## src/rtl/mat_mul_pkg.sv

```systemverilog
// ============================================================================
// mat_mul_pkg : shared FSM encoding and sizing helpers for mat_mul_seq
// Rev 1.0
// ============================================================================
`default_nettype none

package mat_mul_pkg;

  typedef enum logic [1:0] {
    ST_IDLE = 2'd0,
    ST_CALC = 2'd1,
    ST_DONE = 2'd2
  } state_e;

  function automatic int clog2(input int value);
    int res;
    res = 0;
    for (int v = value - 1; v > 0; v = v >> 1) begin
      res = res + 1;
    end
    return res;
  endfunction

  // Sum of N products of two W-bit values never exceeds this width.
  function automatic int acc_w(input int w, input int n);
    return 2 * w + clog2(n);
  endfunction

endpackage

`default_nettype wire

```

## src/rtl/mat_mul_mac.sv

```systemverilog
// ============================================================================
// mat_mul_mac : one W x W multiply-accumulate step plus result narrowing
// Rev 1.0
// ============================================================================
`default_nettype none

module mat_mul_mac #(
  parameter int W     = 8,
  parameter int ACC_W = 17,
  parameter int SAT   = 0
) (
  input  logic [W-1:0]     i_a,
  input  logic [W-1:0]     i_b,
  input  logic [ACC_W-1:0] i_acc,
  output logic [ACC_W-1:0] o_acc,
  output logic [W-1:0]     o_elem
);

  logic [2*W-1:0] w_prod;

  assign w_prod = {{W{1'b0}}, i_a} * {{W{1'b0}}, i_b};
  assign o_acc  = i_acc + {{(ACC_W-2*W){1'b0}}, w_prod};

  generate
    if (SAT != 0) begin : g_sat
      assign o_elem = (|o_acc[ACC_W-1:W]) ? {W{1'b1}} : o_acc[W-1:0];
    end else begin : g_trunc
      assign o_elem = o_acc[W-1:0];
    end
  endgenerate

endmodule

`default_nettype wire

```

## src/rtl/mat_mul_seq.sv

```systemverilog
// ============================================================================
// mat_mul_seq : sequential N x N matrix multiplier, one MAC per cycle
// Rev 1.0
// ============================================================================
`default_nettype none

module mat_mul_seq
  import mat_mul_pkg::*;
#(
  parameter int N   = 2,
  parameter int W   = 8,
  parameter int SAT = 0
) (
  input  logic             clk,
  input  logic             rst_n,
  input  logic [N*N*W-1:0] a_in,
  input  logic [N*N*W-1:0] b_in,
  input  logic             in_valid,
  output logic             in_ready,
  output logic [N*N*W-1:0] r_out,
  output logic             out_valid,
  input  logic             out_ready,
  output logic             busy
);

  localparam int NN    = N * N;
  localparam int DW    = NN * W;
  localparam int ACC_W = acc_w(W, N);
  localparam int IDX_W = clog2(N);

  localparam logic [IDX_W-1:0] LAST_IDX = IDX_W'(N - 1);
  localparam logic [IDX_W-1:0] ONE_IDX  = IDX_W'(1);

  state_e           state_q, state_d;
  logic [DW-1:0]    a_q, a_d;
  logic [DW-1:0]    b_q, b_d;
  logic [DW-1:0]    r_q, r_d;
  logic [ACC_W-1:0] acc_q, acc_d;
  logic [IDX_W-1:0] i_q, i_d;
  logic [IDX_W-1:0] j_q, j_d;
  logic [IDX_W-1:0] k_q, k_d;
  logic             out_valid_q, out_valid_d;

  logic [W-1:0]     w_a_elem;
  logic [W-1:0]     w_b_elem;
  logic [W-1:0]     w_mac_elem;
  logic [ACC_W-1:0] w_mac_sum;

  // Operand fetch: A[i][k] and B[k][j], element 0 sits in the MSBs.
  always_comb begin
    w_a_elem = '0;
    w_b_elem = '0;
    for (int e = 0; e < NN; e++) begin
      if (e == int'(i_q) * N + int'(k_q)) w_a_elem = a_q[(NN-1-e)*W +: W];
      if (e == int'(k_q) * N + int'(j_q)) w_b_elem = b_q[(NN-1-e)*W +: W];
    end
  end

  mat_mul_mac #(
    .W     (W),
    .ACC_W (ACC_W),
    .SAT   (SAT)
  ) u_mac (
    .i_a    (w_a_elem),
    .i_b    (w_b_elem),
    .i_acc  (acc_q),
    .o_acc  (w_mac_sum),
    .o_elem (w_mac_elem)
  );

  always_comb begin
    state_d     = state_q;
    a_d         = a_q;
    b_d         = b_q;
    r_d         = r_q;
    acc_d       = acc_q;
    i_d         = i_q;
    j_d         = j_q;
    k_d         = k_q;
    out_valid_d = out_valid_q;

    case (state_q)
      ST_IDLE: begin
        if (in_valid) begin
          a_d     = a_in;
          b_d     = b_in;
          acc_d   = '0;
          i_d     = '0;
          j_d     = '0;
          k_d     = '0;
          state_d = ST_CALC;
        end
      end

      ST_CALC: begin
        acc_d = w_mac_sum;
        k_d   = k_q + ONE_IDX;
        if (k_q == LAST_IDX) begin
          acc_d = '0;
          k_d   = '0;
          for (int e = 0; e < NN; e++) begin
            if (e == int'(i_q) * N + int'(j_q)) r_d[(NN-1-e)*W +: W] = w_mac_elem;
          end
          j_d = j_q + ONE_IDX;
          if (j_q == LAST_IDX) begin
            j_d = '0;
            i_d = i_q + ONE_IDX;
            if (i_q == LAST_IDX) begin
              i_d     = '0;
              state_d = ST_DONE;
            end
          end
        end
      end

      // First DONE cycle only raises out_valid; the handshake is taken after.
      ST_DONE: begin
        if (!out_valid_q) begin
          out_valid_d = 1'b1;
        end else if (out_ready) begin
          out_valid_d = 1'b0;
          state_d     = ST_IDLE;
        end
      end

      default: begin
        state_d     = ST_IDLE;
        out_valid_d = 1'b0;
      end
    endcase
  end

  always_ff @(posedge clk) begin
    if (!rst_n) begin
      state_q     <= ST_IDLE;
      a_q         <= '0;
      b_q         <= '0;
      r_q         <= '0;
      acc_q       <= '0;
      i_q         <= '0;
      j_q         <= '0;
      k_q         <= '0;
      out_valid_q <= 1'b0;
    end else begin
      state_q     <= state_d;
      a_q         <= a_d;
      b_q         <= b_d;
      r_q         <= r_d;
      acc_q       <= acc_d;
      i_q         <= i_d;
      j_q         <= j_d;
      k_q         <= k_d;
      out_valid_q <= out_valid_d;
    end
  end

  assign in_ready  = (state_q == ST_IDLE);
  assign busy      = (state_q != ST_IDLE);
  assign out_valid = out_valid_q;
  assign r_out     = r_q;

endmodule

`default_nettype wire

```

## config.mk

```make
export PLATFORM = sky130hd
export DESIGN_NAME = mat_mul_seq
export DESIGN_NICKNAME = d
export VERILOG_FILES = /design/src/rtl/mat_mul_pkg.sv /design/src/rtl/mat_mul_mac.sv /design/src/rtl/mat_mul_seq.sv
export SDC_FILE = /design/constraint.sdc
export NUM_CORES = 1
export LEC_CHECK = 0
export ABC_AREA = 1
export BUFFER_PORTS_ARGS = -buffer_cell sky130_fd_sc_hd__buf_2
export CAP_MARGIN = 0
export CORE_MARGIN = 1
export CORE_UTILIZATION = 56
export DETAILED_ROUTE_END_ITERATION = 12
export PLACE_DENSITY_LB_ADDON = 0.2
export SLEW_MARGIN = 10
export SYNTH_ARGS = -nofsm -noshare
export SYNTH_HDL_FRONTEND = slang
export SYNTH_SLANG_ARGS = --single-unit
```

## constraint.sdc

```tcl
create_clock -name clk -period 5.87 [get_ports clk]
set_clock_uncertainty 0.15 [all_clocks]
set_input_delay 0.8805 -clock clk [delete_from_list [all_inputs] [get_ports clk]]
set_output_delay 0.8805 -clock clk [all_outputs]
set_load 0.005 [all_outputs]
```

## Yosys cells after proc, flatten, opt, wreduce, memory -nomap -nowiden

Index checks and enable logic that the tools add are counted.
Widths: inputs -> output; s select.

| word-level totals | value |
|---|---|
| output and inout port bits | 35 |
| input bits | 68 |
| RAM bits | 0 |
| latch bits | 0 |
| flip-flop bits (word level) | 119 |
| logic and storage cells | 84 |
| memories | 0 |
| memory bits (read-only) | 0 |

| cells by class | value |
|---|---|
| bitwise logic cells | 0 |
| divide/modulo/power cells | 0 |
| multiply operators | 1 |
| reduce and logical (&&, ||, !) cells | 16 |
| order comparisons | 0 |
| $add $sub $neg | 7 |
| eq/ne operators | 17 |
| multiplexer cells | 31 |
| shift-type cells | 0 |

Operators by type and width:

| kind | number |
|---|---|
| $eq 2x32->1 const A | 3 |
| $eq 3x32->1 const A | 3 |
| $logic_not 32->1 | 3 |
| $mux 8 | 8 |
| $mux 17 | 2 |
| $pmux 17 s2 | 1 |
| $add 17x16->17 | 1 |
| $mul 8x8->16 | 1 |
| $reduce_and 3->1 | 5 |
| $mux 2 | 6 |
| $ne 2x2->1 const B | 6 |
| $add 2x1->3 | 3 |
| $eq 2x3->1 const A | 3 |
| $mux 1 | 9 |
| $pmux 1 s2 | 4 |
| $pmux 2 s3 | 1 |
| $reduce_and 6->1 | 1 |
| $reduce_and 2->1 | 2 |
| $reduce_and 4->1 | 1 |
| $reduce_bool 2->1 | 2 |
| $add 1x1->1 const B | 3 |
| $eq 2x1->1 const B | 1 |
| $eq 2x2->1 const B | 1 |
| $logic_not 2->1 | 1 |
| $reduce_or 2->1 | 1 |

## Logic depth before layout (Yosys ltp)

| depth | value |
|---|---|
| word-level depth | 10 |
| gate-level depth with buffers | 31 |
| depth with buffers taken out | 30 |

## Modules after synthesis

Synthesis repeated with hierarchy kept, for this count alone.

| unflattened totals | value |
|---|---|
| cells, all modules | 1049 |
| area total of the unflattened synthesis | 7489.7 um^2 |

Modules (own cells, without submodules):

| module | area an instance (um^2) | times used | cells an instance |
|---|---|---|---|
| mat_mul_seq | 4595.7 | 1 | 626 |
| mat_mul_mac | 2894.0 | 1 | 423 |

## Worst setup path before layout

OpenSTA, ideal clock, no wires.

| timing | value |
|---|---|
| path type | register to register |
| start point | reg j_q |
| end point | reg r_q[15] (netlist: r_out[15]) |
| arrival time | 4.293 ns |
| buffers on the path | 1 |
| path slack | 1.314 ns |
| cell stages (with the launch flop) | 28 |
| path through | dfxtp_1 > buf_2 > inv_1 > nor2_1 > nand2_1 > nand2_1 > nor2_4 > nand2_1 > fa_1 > inv_1 > fa_1 > ha_1 > inv_1 > fa_1 > fa_1 > o21ai_0 > nand2_1 > nand2_1 > nand2_1 > a21o_1 > nand2_1 > nand3_1 > nand2_1 > inv_1 > nand2_2 > nand2_4 > o21ai_1 > inv_1 |

| between the ends | value |
|---|---|
| longest elaborated chain between the ends | 8 |
| elaborated cells between the ends (all ways) | 14 |

Ends and longest elaborated chain:

| element | RTL line | RTL |
|---|---|---|
| from (decl) | mat_mul_seq.sv:40 | `logic [IDX_W-1:0] j_q, j_d;` |
| from (signal assigned) | mat_mul_seq.sv:151 | `j_q <= j_d;` |
| $add 2x1->3 | mat_mul_seq.sv:55 | `if (e == int'(k_q) * N + int'(j_q)) w_b_elem = b_q[(NN-1-e)*W +: W];` |
| $logic_not 32->1 | mat_mul_seq.sv:55 |  |
| $mux 8 (4 in a row) | mat_mul_seq.sv:55 |  |
| $mul 8x8->16 | mat_mul_mac.sv:21 | `assign w_prod = {{W{1'b0}}, i_a} * {{W{1'b0}}, i_b};` |
| $add 17x16->17 | mat_mul_mac.sv:22 | `assign o_acc = i_acc + {{(ACC_W-2*W){1'b0}}, w_prod};` |
| to (signal assigned) | mat_mul_seq.sv:148 | `r_q <= r_d;` |
| to (decl) | mat_mul_seq.sv:37 | `logic [DW-1:0] r_q, r_d;` |

Several ways; a longest one is shown, not always the timed one.
A chain may end at the register's enable or synchronous reset.

## Final worst setup path

| timing | value |
|---|---|
| start point | reg k_q |
| end point | reg r_q[7] (netlist: r_out[7]) |

| between the ends | value |
|---|---|
| longest elaborated chain between the ends | 8 |
| elaborated cells between the ends (all ways) | 21 |

Ends and longest elaborated chain:

| element | RTL line | RTL |
|---|---|---|
| from (decl) | mat_mul_seq.sv:41 | `logic [IDX_W-1:0] k_q, k_d;` |
| from (signal assigned) | mat_mul_seq.sv:152 | `k_q <= k_d;` |
| $add 2x1->3, on equally long branches | mat_mul_seq.sv:54, mat_mul_seq.sv:55 |  |
| $logic_not 32->1, on equally long branches | mat_mul_seq.sv:54, mat_mul_seq.sv:55 |  |
| $mux 8, on equally long branches (4 in a row) | mat_mul_seq.sv:54, mat_mul_seq.sv:55 |  |
| $mul 8x8->16 | mat_mul_mac.sv:21 |  |
| $add 17x16->17 | mat_mul_mac.sv:22 |  |

Several ways; a longest one is shown, not always the timed one.

==> results.md <==
- Min Tclk post-route: 5.460 ns
- Switching share of power: 0.3857
- Ys flop type: dfxtp_1
- Final worst slack: 0.4100 ns
- Drt first-iter violations: 329
- Total vias in the final route: 5321
- Endpoint type of the worst setup path: flip-flop
- Top-Level Pins: 103
- Cell Count, Final, Fillers Out: 1031
- Multi-input gate area: 2965 sq um
- Die ar.: 10860 sq um
- Clock Sinks: 110
- # Post-CTS Setup Buffers: 0
- Post-route DRC: 0
- Sequential fraction of the synthesis area: 0.3762
- Final TNS setup: 0 ns
- Max incr delay on CP: 0.63 ns
- Setup WS pre-CTS: 0.4128 ns
- Register share of total power: 0.407
- RSZ-0062 raised after global routing: no
- Placed inst area: 6391 sq um
- Vias in the first global route: 5145
- Status: finished clean
- Worst slew pin tran: 0.8085 ns
- Power, Total: 2085 uW
- Pleak: 0.003347 uW
- First-pass DRT Iterations: 5
- First-pass GRT wire length: 24.00 mm
- Post-detail-place hpwl: 10.96 mm
- Total wire length: 14.25 mm
- All-Layer GR Usage: 0.2757
- Die W: 104.2 um
- CTS tree: built
- Placed Instances: 1017
- H-tree depth: 3
- Routed Antenna Nets: 0
- Die height: 104.2 um
- Port Buf Inserts: 102
- Top cell by count, worst path: nand2_1
- Yosys warnings: 0
- Power Internal: 1281 uW
- Max-cap violations: 0
- Critical path required time: 6.00 ns
- Post-Syn Area: 5853 sq um
- Simple-Gate Fraction of Synth Area: 0.2514
- # diodes: 0
- GP Congestion: 0.9342
- Final Cycle Share: 0.9302
- Synth Area in XOR/XNOR: 0.007482
- Grt ovf: 0
- Power Density: 316.9 nW/um^2
- Num CTS Buffers: 9
- Slew margin rel.: 0.4591
- Synth Register Bits: 110
- Vias per cell: 5.161
- Initial antenna violation count: 0
- Worst-path clk slew: 0.10 ns
- Mux contribution to synthesized area: 0
- Effective utilization at floorplan: 0.5880
- Cell area after layout: 6579 sq um
- P_sw: 804.0 uW
- Peak VDD IR: 0.1725 mV
- Layout cells sized above 1: 0.1804
- Mapped Cells: 812
- WP data arrival: 5.59 ns
- CP Class: reg -> reg
- Final setup viols: 0
- Asr flop ratio synth: 0
- Post-synthesis compound-gate area fraction: 0.1494
- Worst-path maximum fanout: 24
- Row cnt: 36
- Combinational fraction of design power: 0.375
- Core area: 9955 sq um
- Post-detailed-route wirelength per cell: 13.82 um
- Clk Latency, worst-skew pair: 0.37 ns
- Synthesized Nets: 915
- CTS resizes: 0
- Slowest CP cell: dfxtp_1
- Slew Limit Fails: 0
- Final nets: 998
- Hold_buf cts: 0
- Synth Area per Inst: 7.208 sq um
- Layout area overhead: 12.40%
- Deepest clock path buffer count: 2
- Pin count of the biggest net entering global routing: 91
- Final hold vios: 0
- Critical Path Start Type: flip-flop
- Clock power frac: 0.218
- Adder-cell area share of the yosys netlist: 0.09791
- Post-synth EDFFs: 0
- Fmax: 183.2 MHz
- Hold Crit Class: reg -> reg
- Largest family of logic cells by synthesized area: simple AND/OR/NAND/NOR gates
- Yosys cell types: 34
- CTS root buffer: clkbuf_8
- Fillcell total: 925
- Flip-flop and latch area: 2202 sq um
-- synth_stat cells (all sizes together) (2+ instances only) --
master / n / area (sq um)
nand2: 153 / 611.8
inv: 136 / 513.0
nor2: 118 / 554.3
dfxtp: 110 / 2202
o21ai: 100 / 500.5
a21oi: 67 / 339.1
nand3: 34 / 190.2
clkbuf: 24 / 90.09
fa: 18 / 360.4
ha: 17 / 212.7
nand3b: 13 / 105.1
buf: 10 / 81.33
xor2: 3 / 26.28
nor3: 2 / 10.01
xnor2: 2 / 17.52
-- sequential cells by signal, summed over array words and instances, names as in the netlist --
signal	count
k_q	1
r_out	32
j_q	1
a_q	32
out_valid	1
i_q	1
b_q	32
state_q	2
acc_q	8
-- power groups by stage --
stage / combinational [uW] / sequential [uW] / clock [uW]
2_1_floorplan: 580 / 851 / 0
3_3_place_gp: 750 / 862 / 0
3_5_place_dp: 779 / 865 / 0
4_1_cts: 782 / 848 / 459
5_1_grt: 889 / 856 / 488
6_report: 781 / 849 / 455
-- area by class of cell --
| type | instances | share of cell area |
|---|---|---|
| Multi-Input combinational cell | 531 | 0.4507 |
| Clock inverter | 3 | 0.007037 |
| Tap cell | 133 | 0.02529 |
| Inverter | 137 | 0.07855 |
| Timing Repair Buffer | 106 | 0.08216 |
| Sequential cell | 110 | 0.3347 |
| Clock buffer | 11 | 0.02149 |
-- cells by family after synthesis --
family / count (synthesis)
compound gates: 171
xor+xnor: 5
fa+ha+maj: 35
buf+inv: 171
flops: 110
simple gates: 320
-- metal layers --
| metal | vias to the layer above | track usage | share of wire |
|---|---|---|---|
| met5 | - | 0 | 0 |
| met4 | 0 | 0.08673 | 0.020 |
| met3 | 26 | 0.05326 | 0.048 |
| met2 | 154 | 0.4581 | 0.46 |
| met1 | 2456 | 0.3613 | 0.47 |
| li1 | 2685 | - | - |
-- worst max-delay path, delay by kind of cell, from the launching register on --
kind	cells	cell delay [ns]
AO/OA/AOI/OAI	3	0.50
adder cells (fa/ha/maj)	6	2.13
buffers and inverters	7	0.71
flip-flops	1	0.63
AND/OR/NAND/NOR	13	1.23
-- path summary, 6_finish.rpt --
path	slack (ns)	from	cells after the start	end
setup / recovery	0.41	k_q	29	r_out[7]
hold / removal	0.31	b_q[23]	2	b_q[23]
setup reg to reg	0.41	k_q	29	r_out[7]
hold reg to reg	0.31	b_q[23]	2	b_q[23]
-- cells in the final DEF, fill, tap and decap left out, types with 2 or more instances in the layout --
master	count
nand2_1	141
inv_1	132
dfxtp_1	110
buf_2	102
nor2_1	99
o21ai_0	95
a21oi_1	66
nand3_1	30
fa_1	18
ha_1	17
nand3b_1	11
nor2_4	10
nand2_2	10
clkbuf_8	10
nor2_2	8
o21ai_1	5
nand3_2	4
buf_4	4
inv_2	3
xor2_1	3
nand3b_2	2
nor3_1	2
nand2_4	2
xnor2_1	2
-- through the flow --
stage                     utilization  hold slack, ns
after floorplan                     -          0.2790
after global placement         0.6420          0.2909
after detailed placement       0.6420          0.2996
after CTS                      0.6609          0.3146
after global routing           0.6609          0.3318
final                          0.6609          0.3130
No activity file was read; power rests on OpenSTA's default activity.
